<file path="src/rtl/ahb_div_slv.sv">
// ============================================================================
// Module   : ahb_div_slv
// Brief    : AHB-Lite responder with a register-mapped radix-2 restoring divider
// Revision : 1.0 - initial release
// ============================================================================
`default_nettype none

module ahb_div_slv #(
    parameter int DATA_W = 32
) (
    input  logic        hclk,
    input  logic        hresetn,
    input  logic        hsel,
    input  logic        hwrite,
    input  logic        hready,
    input  logic [2:0]  hsize,
    input  logic [1:0]  htrans,
    input  logic [2:0]  hburst,
    input  logic [31:0] hwdata,
    input  logic [31:0] haddr,
    output logic        hready_resp,
    output logic [1:0]  hresp,
    output logic [31:0] hrdata
);

    localparam int CNT_W = $clog2(DATA_W);

    localparam logic [1:0] c_ST_IDLE = 2'd0;
    localparam logic [1:0] c_ST_RUN  = 2'd1;
    localparam logic [1:0] c_ST_DONE = 2'd2;
    localparam logic [1:0] c_ST_DZ   = 2'd3;

    localparam logic [2:0] c_IDX_CTRL  = 3'd0;
    localparam logic [2:0] c_IDX_DVDND = 3'd1;
    localparam logic [2:0] c_IDX_DVSR  = 3'd2;
    localparam logic [2:0] c_IDX_QUOT  = 3'd3;
    localparam logic [2:0] c_IDX_REM   = 3'd4;
    localparam logic [2:0] c_IDX_STAT  = 3'd5;

    localparam logic [1:0] c_RESP_OKAY  = 2'b00;
    localparam logic [1:0] c_RESP_ERROR = 2'b01;

    logic [1:0]        r_state;
    logic [CNT_W-1:0]  r_cnt;
    logic [DATA_W-1:0] r_acc;
    logic [DATA_W-1:0] r_q;
    logic [DATA_W-1:0] r_dvdnd;
    logic [DATA_W-1:0] r_dvsr;
    logic [DATA_W-1:0] r_quot;
    logic [DATA_W-1:0] r_rem;
    logic              r_done;
    logic              r_dz;

    logic              r_wr_pend;
    logic [2:0]        r_wr_idx;
    logic              r_err1;
    logic              r_err2;
    logic              r_stall;
    logic              r_stall_rem;
    logic [31:0]       r_hrdata;

    logic              w_busy;
    logic              w_acc;
    logic [2:0]        w_idx;
    logic              w_mapped;
    logic              w_start;
    logic              w_bad;
    logic              w_err;
    logic              w_ok;
    logic [DATA_W:0]   w_acc_sh;
    logic              w_ge;
    logic [DATA_W-1:0] w_acc_sub;
    logic [DATA_W-1:0] w_acc_nx;
    logic [DATA_W-1:0] w_q_nx;
    logic              w_fin;
    logic [DATA_W-1:0] w_fin_quot;
    logic [DATA_W-1:0] w_fin_rem;
    logic              w_rd_stall;
    logic [31:0]       w_rd_data;

    wire w_unused = ^{hburst, haddr[31:8], htrans[0]};

    generate
        if (DATA_W < 32) begin : g_hwdata_unused
            wire w_unused_hw = ^hwdata[31:DATA_W];
        end
    endgenerate

    assign w_busy   = (r_state == c_ST_RUN) || (r_state == c_ST_DZ);
    assign w_acc    = hsel & hready & htrans[1];
    assign w_idx    = haddr[4:2];
    assign w_mapped = (haddr[7:5] == 3'b000) && (w_idx <= c_IDX_STAT);
    assign w_start  = r_wr_pend && (r_wr_idx == c_IDX_CTRL) && hwdata[0];

    // A start completing this edge counts as busy so a pipelined write cannot slip in.
    assign w_bad = (haddr[1:0] != 2'b00) || (hsize != 3'b010) || !w_mapped
                || (hwrite && (w_idx >= c_IDX_QUOT))
                || (hwrite && (w_busy || w_start));
    assign w_err = w_acc & w_bad;
    assign w_ok  = w_acc & ~w_bad;

    assign w_acc_sh   = {r_acc, r_q[DATA_W-1]};
    assign w_ge       = (w_acc_sh >= {1'b0, r_dvsr});
    assign w_acc_sub  = w_acc_sh[DATA_W-1:0] - r_dvsr;
    assign w_acc_nx   = w_ge ? w_acc_sub : w_acc_sh[DATA_W-1:0];
    assign w_q_nx     = {r_q[DATA_W-2:0], w_ge};
    assign w_fin      = ((r_state == c_ST_RUN) && (r_cnt == '0)) || (r_state == c_ST_DZ);
    assign w_fin_quot = (r_state == c_ST_DZ) ? {DATA_W{1'b1}} : w_q_nx;
    assign w_fin_rem  = (r_state == c_ST_DZ) ? r_q : w_acc_nx;

    assign w_rd_stall = w_busy && !w_fin && ((w_idx == c_IDX_QUOT) || (w_idx == c_IDX_REM));

    always_comb begin
        w_rd_data = 32'd0;
        case (w_idx)
            c_IDX_DVDND: w_rd_data = 32'(r_dvdnd);
            c_IDX_DVSR:  w_rd_data = 32'(r_dvsr);
            c_IDX_QUOT:  w_rd_data = w_fin ? 32'(w_fin_quot) : 32'(r_quot);
            c_IDX_REM:   w_rd_data = w_fin ? 32'(w_fin_rem) : 32'(r_rem);
            c_IDX_STAT:  w_rd_data = {29'd0, r_dz, r_done, w_busy};
            default:     w_rd_data = 32'd0;
        endcase
    end

    always_ff @(posedge hclk or negedge hresetn) begin
        if (!hresetn) begin
            r_err1      <= 1'b0;
            r_err2      <= 1'b0;
            r_wr_pend   <= 1'b0;
            r_wr_idx    <= 3'd0;
            r_stall     <= 1'b0;
            r_stall_rem <= 1'b0;
            r_hrdata    <= 32'd0;
        end else begin
            r_err1    <= w_err;
            r_err2    <= r_err1;
            r_wr_pend <= w_ok & hwrite;
            if (w_ok) begin
                r_wr_idx <= w_idx;
            end
            if (w_ok && !hwrite) begin
                if (w_rd_stall) begin
                    r_stall     <= 1'b1;
                    r_stall_rem <= (w_idx == c_IDX_REM);
                end else begin
                    r_hrdata <= w_rd_data;
                end
            end else if (r_stall && w_fin) begin
                r_stall  <= 1'b0;
                r_hrdata <= r_stall_rem ? 32'(w_fin_rem) : 32'(w_fin_quot);
            end
        end
    end

    always_ff @(posedge hclk or negedge hresetn) begin
        if (!hresetn) begin
            r_state <= c_ST_IDLE;
            r_cnt   <= '0;
            r_acc   <= '0;
            r_q     <= '0;
            r_dvdnd <= '0;
            r_dvsr  <= '0;
            r_quot  <= '0;
            r_rem   <= '0;
            r_done  <= 1'b0;
            r_dz    <= 1'b0;
        end else begin
            if (r_wr_pend && (r_wr_idx == c_IDX_DVDND)) begin
                r_dvdnd <= hwdata[DATA_W-1:0];
            end
            if (r_wr_pend && (r_wr_idx == c_IDX_DVSR)) begin
                r_dvsr <= hwdata[DATA_W-1:0];
            end
            case (r_state)
                c_ST_RUN: begin
                    r_acc <= w_acc_nx;
                    r_q   <= w_q_nx;
                    r_cnt <= r_cnt - CNT_W'(1);
                    if (r_cnt == '0) begin
                        r_quot  <= w_q_nx;
                        r_rem   <= w_acc_nx;
                        r_done  <= 1'b1;
                        r_state <= c_ST_DONE;
                    end
                end
                c_ST_DZ: begin
                    r_quot  <= {DATA_W{1'b1}};
                    r_rem   <= r_q;
                    r_dz    <= 1'b1;
                    r_done  <= 1'b1;
                    r_state <= c_ST_DONE;
                end
                default: begin
                    // IDLE and DONE both accept a new start.
                    if (w_start) begin
                        r_q     <= r_dvdnd;
                        r_acc   <= '0;
                        r_cnt   <= CNT_W'(DATA_W - 1);
                        r_done  <= 1'b0;
                        r_dz    <= 1'b0;
                        r_state <= (r_dvsr == '0) ? c_ST_DZ : c_ST_RUN;
                    end else begin
                        r_state <= c_ST_IDLE;
                    end
                end
            endcase
        end
    end

    assign hready_resp = ~(r_err1 | r_stall);
    assign hresp       = (r_err1 | r_err2) ? c_RESP_ERROR : c_RESP_OKAY;
    assign hrdata      = r_hrdata;

endmodule

`default_nettype wire

</file>
<file path="config.mk">
export PLATFORM = sky130hd
export DESIGN_NAME = ahb_div_slv
export DESIGN_NICKNAME = d
export VERILOG_FILES = /design/src/rtl/ahb_div_slv.sv
export SDC_FILE = /design/constraint.sdc
export NUM_CORES = 1
export LEC_CHECK = 0
export CAP_MARGIN = 40
export CORE_AREA = 3 3 173 175
export CTS_BUF_LIST = sky130_fd_sc_hd__clkbuf_8
export CTS_CLUSTER_SIZE = 25
export DETAILED_ROUTE_END_ITERATION = 7
export DIE_AREA = 0 0 176 178
export PLACE_DENSITY = 0.79
export SYNTH_ARGS = -nofsm -noshare
export SYNTH_HDL_FRONTEND = slang
export SYNTH_SLANG_ARGS = --single-unit
</file>
<file path="constraint.sdc">
create_clock -name hclk -period 4.2 [get_ports hclk]
set_input_delay 0.84 -clock hclk [delete_from_list [all_inputs] [get_ports hclk]]
set_output_delay 0.84 -clock hclk [all_outputs]
set_load 0.02 [all_outputs]
</file>
== Word level (Yosys, flattened, before mapping) ==
Cells that the tools add are included.
Widths: inputs -> output; s select.

* Register bits after elaboration: 241

* Add/subtract/negate cells: 2
* Magnitude comparators: 3
* Eq/ne operators: 13
* Mux-type cells: 32
* Bitwise operators: 11
* Reduce and logical (&&, ||, !) cells: 40

{| class="wikitable"
|+ Operators with widths
! operator !! count
|-
| $mux 32 || 13
|-
| $pmux 32 s2 || 4
|-
| $pmux 32 s5 || 1
|-
| $ge 33x32->1 || 1
|-
| $logic_not 32->1 || 1
|-
| $sub 32x32->32 || 1
|-
| $reduce_and 2->1 || 7
|-
| $logic_and 1x1->1 || 12
|-
| $pmux 5 s2 || 1
|-
| $reduce_bool 2->1 || 5
|-
| $eq 3x2->1 const B || 3
|-
| $logic_or 1x1->1 || 8
|-
| $eq 3x1->1 const B || 2
|-
| $eq 3x3->1 const B || 2
|-
| $logic_not 3->1 || 2
|-
| $mux 1 || 6
|-
| $mux 2 || 3
|-
| $and 1x1->1 || 5
|-
| $logic_not 5->1 || 1
|-
| $mux 5 || 1
|-
| $sub 5x1->5 const B || 1
|-
| $ne 2x2->1 const B || 2
|-
| $not 1->1 || 4
|-
| $pmux 1 s2 || 2
|-
| other kinds (10) || 13
|}

== Logic depth before layout (Yosys ltp) ==
* Word-level depth: 11
* Mapped depth: 15
* Mapped depth without buffers: 14

== Worst setup path after synthesis ==
Ideal clock, no wire load.

* Kind: input to register
* Start: in haddr[3]
* End: reg r_hrdata[21] (netlist: hrdata[21])
* Arrival: 2.959 ns
* Required time: 4.061 ns
* Slack: 1.102 ns
* Stages: 11
* Path buffers: 2
* Cells stage by stage: ha_1 -> nor4_1 -> nand4b_1 -> or3_1 -> clkbuf_1 -> and3_1 -> nor2_1 -> buf_2 -> nor3_1 -> a211oi_1 -> o311ai_1

* Cells in the longest elaborated chain, start to end: 11
* Elaborated cells on any way between the ends: 24

{| class="wikitable"
|+ Ends and longest elaborated chain
! what !! line !! text
|-
| from (decl) || 20 || <nowiki>input logic [31:0] haddr,</nowiki>
|-
| $le 3x3->1 || 92 || <nowiki>assign w_mapped = (haddr[7:5] == 3'b000) && (w_idx <= c_IDX_STAT);</nowiki>
|-
| $logic_and 1x1->1 || 92 ||
|-
| $logic_not 1->1 || 96 || <nowiki>assign w_bad = (haddr[1:0] != 2'b00) || (hsize != 3'b010) || !w_mapped</nowiki>
|-
| $logic_or 1x1->1 || 96 ||
|-
| $logic_or 1x1->1 || 97 || <nowiki>|| (hwrite && (w_idx >= c_IDX_QUOT))</nowiki>
|-
| $logic_or 1x1->1 || 98 || <nowiki>|| (hwrite && (w_busy || w_start));</nowiki>
|-
| $not 1->1 || 100 || <nowiki>assign w_ok = w_acc & ~w_bad;</nowiki>
|-
| $and 1x1->1 || 100 ||
|-
| $logic_and 1x1->1 || 141 || <nowiki>if (w_ok && !hwrite) begin</nowiki>
|-
| $ne 2x2->1 (no line) or $reduce_bool 2->1 (tied branches) || - ||
|-
| $reduce_and 2->1 (no line) || - ||
|-
| to (signal assigned) || 146 || <nowiki>r_hrdata <= w_rd_data;</nowiki>
|-
| to (signal assigned) || 150 || <nowiki>r_hrdata <= r_stall_rem ? 32'(w_fin_rem) : 32'(w_fin_quot);</nowiki>
|-
| to (decl) || 60 || <nowiki>logic [31:0] r_hrdata;</nowiki>
|}

Several ways; a longest one is shown, not always the timed one. The select of a mux whose other input is x is not followed.
A chain may end at the register's enable or synchronous reset.

== Final worst setup path ==
* Start: reg r_dvsr[10]
* End: reg r_hrdata[2] (netlist: hrdata[2])

* Cells in the longest elaborated chain, start to end: 7
* Elaborated cells on any way between the ends: 9

{| class="wikitable"
|+ Ends and longest elaborated chain
! what !! line !! text
|-
| from (decl) || 48 || <nowiki>logic [DATA_W-1:0] r_dvsr;</nowiki>
|-
| from (signal assigned) || 172 || <nowiki>r_dvsr <= hwdata[DATA_W-1:0];</nowiki>
|-
| $ge 33x32->1 * || 103 || <nowiki>assign w_ge = (w_acc_sh >= {1'b0, r_dvsr});</nowiki>
|-
| $mux 32 * || 105 || <nowiki>assign w_acc_nx = w_ge ? w_acc_sub : w_acc_sh[DATA_W-1:0];</nowiki>
|-
| $mux 32 * || 109 || <nowiki>assign w_fin_rem = (r_state == c_ST_DZ) ? r_q : w_acc_nx;</nowiki>
|-
| $mux 32 || 119 || <nowiki>c_IDX_REM: w_rd_data = w_fin ? 32'(w_fin_rem) : 32'(r_rem);</nowiki>
|-
| $pmux 32 s5 || 115 || <nowiki>case (w_idx)</nowiki>
|-
| $mux 32 || 142 || <nowiki>if (w_rd_stall) begin</nowiki>
|-
| $mux 32 * || 141 ||
|}

Mark *: on every way between the ends. The rest lies on a longest branch, timed or not. The select of a mux whose other input is x is not followed.

==> summary.md <==
| Metric | Value |
|---|---|
| Detail Placement HPWL | 34500 um |
| CP max FO | 16 |
| Cell repeated most along the worst path | sky130_fd_sc_hd__a211o_1 |
| Boundary pin count | 112 |
| Average cell area after synthesis | 9.02 sq um |
| Setup violation total in the final timing report | 0 |
| Final worst path period need | 4.07 ns |
| Count of yosys warnings during synthesis | 0 |
| Setup clock skew after layout | 0.0308 ns |
| Data arrival time of the critical path | 4.56 ns |
| CTS tree | yes |
| Kind of cell with the highest combined delay on the critical path | compound AO/OA/AOI/OAI gates |
| Predominant post-synthesis flop cell | sky130_fd_sc_hd__dfrtp_1 |
| Worst max-slew margin expressed relative to the limit | 0.440 |
| Vias per Instance | 6.48 |
| Most Used Layer, Global Route | met2 |
| Number of global-route vias before repair | 12864 |
| Result of the run | completed |
| Biggest cell delay along the critical path | 0.64 ns |
| Cells along the critical path | inv_1, ha_1, and4_1, and2_4, nand3_2, nor4_2, nor2_1, a21oi_4, mux2i_1, a211o_1, a211o_1, a31oi_1 |
| CTS Hold Buffers Added | 0 |
| X dimension of the die | 176 um |
| Syn Nets | 1695 |
| Cell at the root of the clock tree | sky130_fd_sc_hd__clkbuf_8 |
| Post-CTS Repair Setup Buffers | 0 |
| Cell Area, Synth | 0.0143 sq mm |
| Most common cell after layout, fill and taps aside | sky130_fd_sc_hd__dfrtp_1 |
| Kind of launch point of the worst setup path | flop |
| Overall die area | 0.0313 sq mm |
| Number of vias in the routed layout | 13401 |
| Pwr Density | 361 mW/mm^2 |
| Initial antenna violation count | 0 |
| Count of H-tree levels built during CTS | 2 |
| GR Overflow Total | 0 |
| Global-route wire length before repair | 74700 um |
| Final count of hold timing violations | 0 |
| FMAX | 246 MHz |
| Area growth syn-to-layout | 15.3% |
| Ratio of cells with drive above 1 in the final layout | 0.125 |
| Kind of capture point of the worst setup path | flop |
| Global-route met3 utilization | 0.0409 |
| Number of different library cells in the post-synthesis netlist | 83 |
| Setup Crit Path Kind | reg2reg |
| R2r worst-path depth | 12 |
| Met1 global-route usage | 0.416 |
| FFs w/ async S/R, synth | 1.00 |
| Synthesized flop and latch total | 241 |
| Highest-count cells in the layout ignoring fill and taps | sky130_fd_sc_hd__dfrtp_1, sky130_fd_sc_hd__nand2_1, sky130_fd_sc_hd__o21ai_0 |
| Count of mapped cells out of synthesis | 1582 |
| Total track usage | 0.308 |
| First drt pass iteration count | 6 |
| Max-cap violation count | 0 |
| Final cell count without fillers | 2067 |
| Sink count of the clock tree | 241 |
| Residual DRC count | 0 |
| Clock network latency to the later pin of the worst-skew pair | 0.59 ns |
| Overall power | 5940 uW |
| Required arrival time at the worst endpoint | 4.69 ns |
| Initial DRC count | 1708 |
| Antenna Violating Nets Remaining | 0 |
| Slowest stage cell on the critical path | sky130_fd_sc_hd__a21oi_4 |
| Met2 Usage GRT | 0.474 |
| Count of input and output buffers | 82 |
| R2R Path End | hrdata[2] |
| Placed cell count | 1994 |
| Placer congestion estimate | 0.978 |
| CTS Buf Count | 42 |
| Max-slew violation count | 0 |
| Detail-routed net length per standard cell | 23.6 um |
| Starting density of the core | 0.499 |
| Static Leak | 0.00737 uW |
| Clock tree buffer depth | 3 |
| Area inside the core boundary | 0.0286 sq mm |
| RSZ-0062 raised after global routing | false |
| Antenna diodes | 0 |
| Buf+Inv Stages, Crit Path | 1 |
| Net count of the finished layout | 1767 |
| Worst slew pin tran | 0.819 ns |
| Chip Height | 178 um |
| Critical R2R Launch | r_dvsr[10] |
| Total wirelength of the detailed-routed design | 48800 um |
| Period utilization | 0.968 |
| Total number of placement rows | 62 |
| Maximum VDD drop | 295 uV |
| Register-to-register setup slack | 0.13 ns |
| Cells resized by post-CTS repair | 0 |
| Path type of the worst min-delay path | in2async |
| Final total negative setup slack | 0 ns |
| Sequential element share of the synthesized area | 0.422 |
| Maximum number of pins on one net before global-route repair | 99 |
| Clock-pin transition on the worst setup and hold timing paths | 0.06 ns |
| EDFF count, synth | 0 |
## worst max-delay path by stage
stage / depth (start not counted) / startpoint / to / slack [ns]
final: 12 / r_dvsr[10] / hrdata[2] / 0.13
after global routing: 13 / r_dvsr[21] / hrdata[8] / 0.006
after CTS: 12 / r_dvsr[10] / hrdata[2] / 0.24
after detailed placement: 10 / haddr[4] / hrdata[19] / 0.25
after global placement: 10 / haddr[4] / hrdata[19] / 0.34
after floorplan: 11 / haddr[3] / hrdata[21] / 1.10
## sequential cells by signal (all words and copies together) (netlist names)
name and cells:
r_acc 32, r_wr_idx 3, hrdata 32, r_err1 1
r_stall 1, r_wr_pend 1, r_quot 32, r_err2 1
r_dvdnd 32, r_dz 1, r_done 1, r_q 32
r_cnt 5, r_dvsr 32, r_stall_rem 1, r_rem 32
r_state 2
## metal layers
metal  wire length (um)  part of all wire
met1              19700              0.40
met2              21600              0.44
met3               3920             0.080
met4               3540             0.073
met5                  0                 0
## cells by family after synthesis
family	after synthesis	synth area share
buffers and inverters	161	0.0454
multiplexers	116	0.0870
other	1	0.000263
flip-flops	241	0.422
adder cells (fa/ha/maj)	36	0.0321
AND/OR/NAND/NOR	468	0.157
AO/OA/AOI/OAI	533	0.240
XOR/XNOR	26	0.0160
## final cells by class
class | instances | area (sq um)
Fill cell | 2507 | 12200
Multi-Input combinational cell | 1180 | 7630
Sequential cell | 241 | 6030
Timing Repair Buffer | 141 | 1280
Clock buffer | 52 | 716
Tap cell | 384 | 480
Inverter | 48 | 180
Clock inverter | 21 | 133
## power by group
| group | switching [uW] | internal (uW) | total (uW) |
|---|---|---|---|
| clock network | 1030 | 1180 | 2210 |
| registers | 105 | 2390 | 2490 |
| logic | 757 | 477 | 1230 |
| total | 1890 | 4050 | 5940 |
## worst register-to-register path, delay by kind of cell (launching register included)
kind	cells	cell delay (ns)
compound gates	4	1.49
flops	1	0.47
mux	1	0.32
buf+inv	1	0.17
simple gates	5	1.09
fa+ha+maj	1	0.43
## synthesized netlist by cell type (38+ instances only)
| cell type | count | share of area |
|---|---|---|
| sky130_fd_sc_hd__dfrtp_1 | 241 | 0.42 |
| sky130_fd_sc_hd__and2_1 | 38 | 0.017 |
| sky130_fd_sc_hd__nand3_1 | 50 | 0.018 |
| sky130_fd_sc_hd__a211oi_1 | 44 | 0.023 |
| sky130_fd_sc_hd__mux2i_1 | 54 | 0.038 |
| sky130_fd_sc_hd__o21ai_0 | 143 | 0.050 |
| sky130_fd_sc_hd__a21oi_1 | 126 | 0.044 |
| sky130_fd_sc_hd__clkbuf_1 | 91 | 0.024 |
| sky130_fd_sc_hd__nor2_1 | 95 | 0.025 |
| sky130_fd_sc_hd__nand2_1 | 175 | 0.046 |
| sky130_fd_sc_hd__inv_1 | 47 | 0.012 |
| sky130_fd_sc_hd__mux2_2 | 61 | 0.048 |
## through the flow
| step | hold slack, ns | util | worst slack, ns | instance area, sq um |
|---|---|---|---|---|
| after CTS | 0.311 | 0.575 | 0.239 | 16500 |
| after detailed placement | 0.455 | 0.545 | 0.255 | 15600 |
| after global placement | 0.452 | 0.544 | 0.340 | 15600 |
| after floorplan | 0.368 | - | 1.10 | 14300 |
| final | 0.270 | 0.575 | 0.133 | 16500 |
| after global routing | 0.329 | 0.575 | 0.00619 | 16500 |
Power figures use the tool's default switching activity.
==> edit, RTL diff (config.mk and constraints unchanged) <==
`DATA_W`: 32 -> 16.
--- a/src/rtl/ahb_div_slv.sv
+++ b/src/rtl/ahb_div_slv.sv
@@ -6,7 +6,7 @@
 `default_nettype none
 
 module ahb_div_slv #(
-    parameter int DATA_W = 32
+    parameter int DATA_W = 16
 ) (
     input  logic        hclk,
     input  logic        hresetn,
Behaviour: not the same (a bounded check fails within 4 cycles, from zero or initial values and one cycle with hresetn low).
==> edit against the original RTL <==
Sequential share of layout area increased by 0.30 points; cell count decreased by 39%; synthesized area decreased by 48%; sequential power decreased by 50%; non-clock buffer count decreased by 72; worst setup slack improved by 480 ps; wire length decreased by 55%; sequential cell count decreased by 113; synthesized cell count decreased by 48%; worst hold slack improved by 100 ps; final area decreased by 47%; total power decreased by 58%; maximum frequency increased by 13%; critical path type is now in -> reg.
==> edit: results (changes against the original RTL) <==
grt_max_degree: 47  # was 99
clock_path_buffers: 2  # was 3
drt_iter0_drc: 706  # was 1,708
status: "completed"  # unchanged
worst_clock_skew_ps: 9.74  # was 30.8 ps
synth_area_leaders: "dfrtp_1 (44%), nand2_1 (6.3%), o21ai_0 (4.2%)"  # was dfrtp_1 (42%), o21ai_0 (5.0%), mux2_2 (4.8%)
crit_fanout: 9  # was 16
worstMarginPinSlew_ps: 943  # was 819 ps
setup.worst_path.start: "haddr[4]"  # was r_dvsr[10]$_DFFE_PN0P_
first_global_vias: 6404  # was 12,900
synth_compound_area_share_pct: 20.8  # was 24.0%
nNetsFinal: 958  # was 1,767
numCtsBuffers: 17  # was 42
wirelength_um: 22100  # was 48,800 um
io_buffers: 50  # was 82
htreeDepth: 4  # was 2
setup.worst_path.end: "hrdata[9]$_DFFE_PN0P_"  # was hrdata[2]$_DFFE_PN0P_
synth_xor_area_share_pct: 1.67  # was 1.60%
placedCellCount: 1226  # was 1,994
wl_per_cell_um: 17.5  # was 23.6 um
dp_slack_ps: 283  # was 255 ps
yosysSeqAreaShare_pct: 43.5  # was 42.2%
clock_latency_ps: 460  # was 590 ps
critPathTopFamily: "simple AND/OR/NAND/NOR gates"  # was compound AO/OA/AOI/OAI gates
r2r_cells: 9  # was 12
holdWs_ps: 371  # was 270 ps
fmax_mhz: 279  # was 246 MHz
dp_hpwl_um: 15900  # was 34,500 um
rr_endpoint: "hrdata[8]$_DFFE_PN0P_"  # was hrdata[2]$_DFFE_PN0P_
drive_gt1_share_pct: 10.3  # was 12.5%
r2r_setup_slack_ps: 640  # was 130 ps
clkTransAtPathRegs_ps: 80  # was 60 ps
cp_slowest_cell: "clkdlybuf4s50_1"  # was a21oi_4
gp_congestion: 0.895  # was 0.978
edit: worst register-to-register path, delay by kind of cell, from the launching register on:
family | cells | cell delay, ps
AO/OA/AOI/OAI | 5 | 1640
adder cells (fa/ha/maj) | 1 | 340
buffers and inverters | 1 | 100
flip-flops | 1 | 440
multiplexers | 1 | 660
AND/OR/NAND/NOR | 1 | 240
edit: area by class of cell:
class / count / area (sq um)
inverter: 27 / 101
clock inverter: 15 / 171
tap: 384 / 480
multi-input combinational: 618 / 3810
fill: 2919 / 20000
clock buffer: 17 / 234
timing repair buffer: 69 / 673
sequential: 128 / 3200
edit: power by group:
group | switching, W | internal [W] | total, W
Sequential | 0.00000214 | 0.00123 | 0.00124
Combinational | 0.0000800 | 0.0000525 | 0.000132
Clock | 0.000526 | 0.000582 | 0.00111
edit: per-layer routing:
layer  share of wire [%]  GRT usage [%]
met5                0.10              0
met4                 3.9           6.10
met1                  40           17.8
met2                  46           22.6
met3                 9.7           3.81
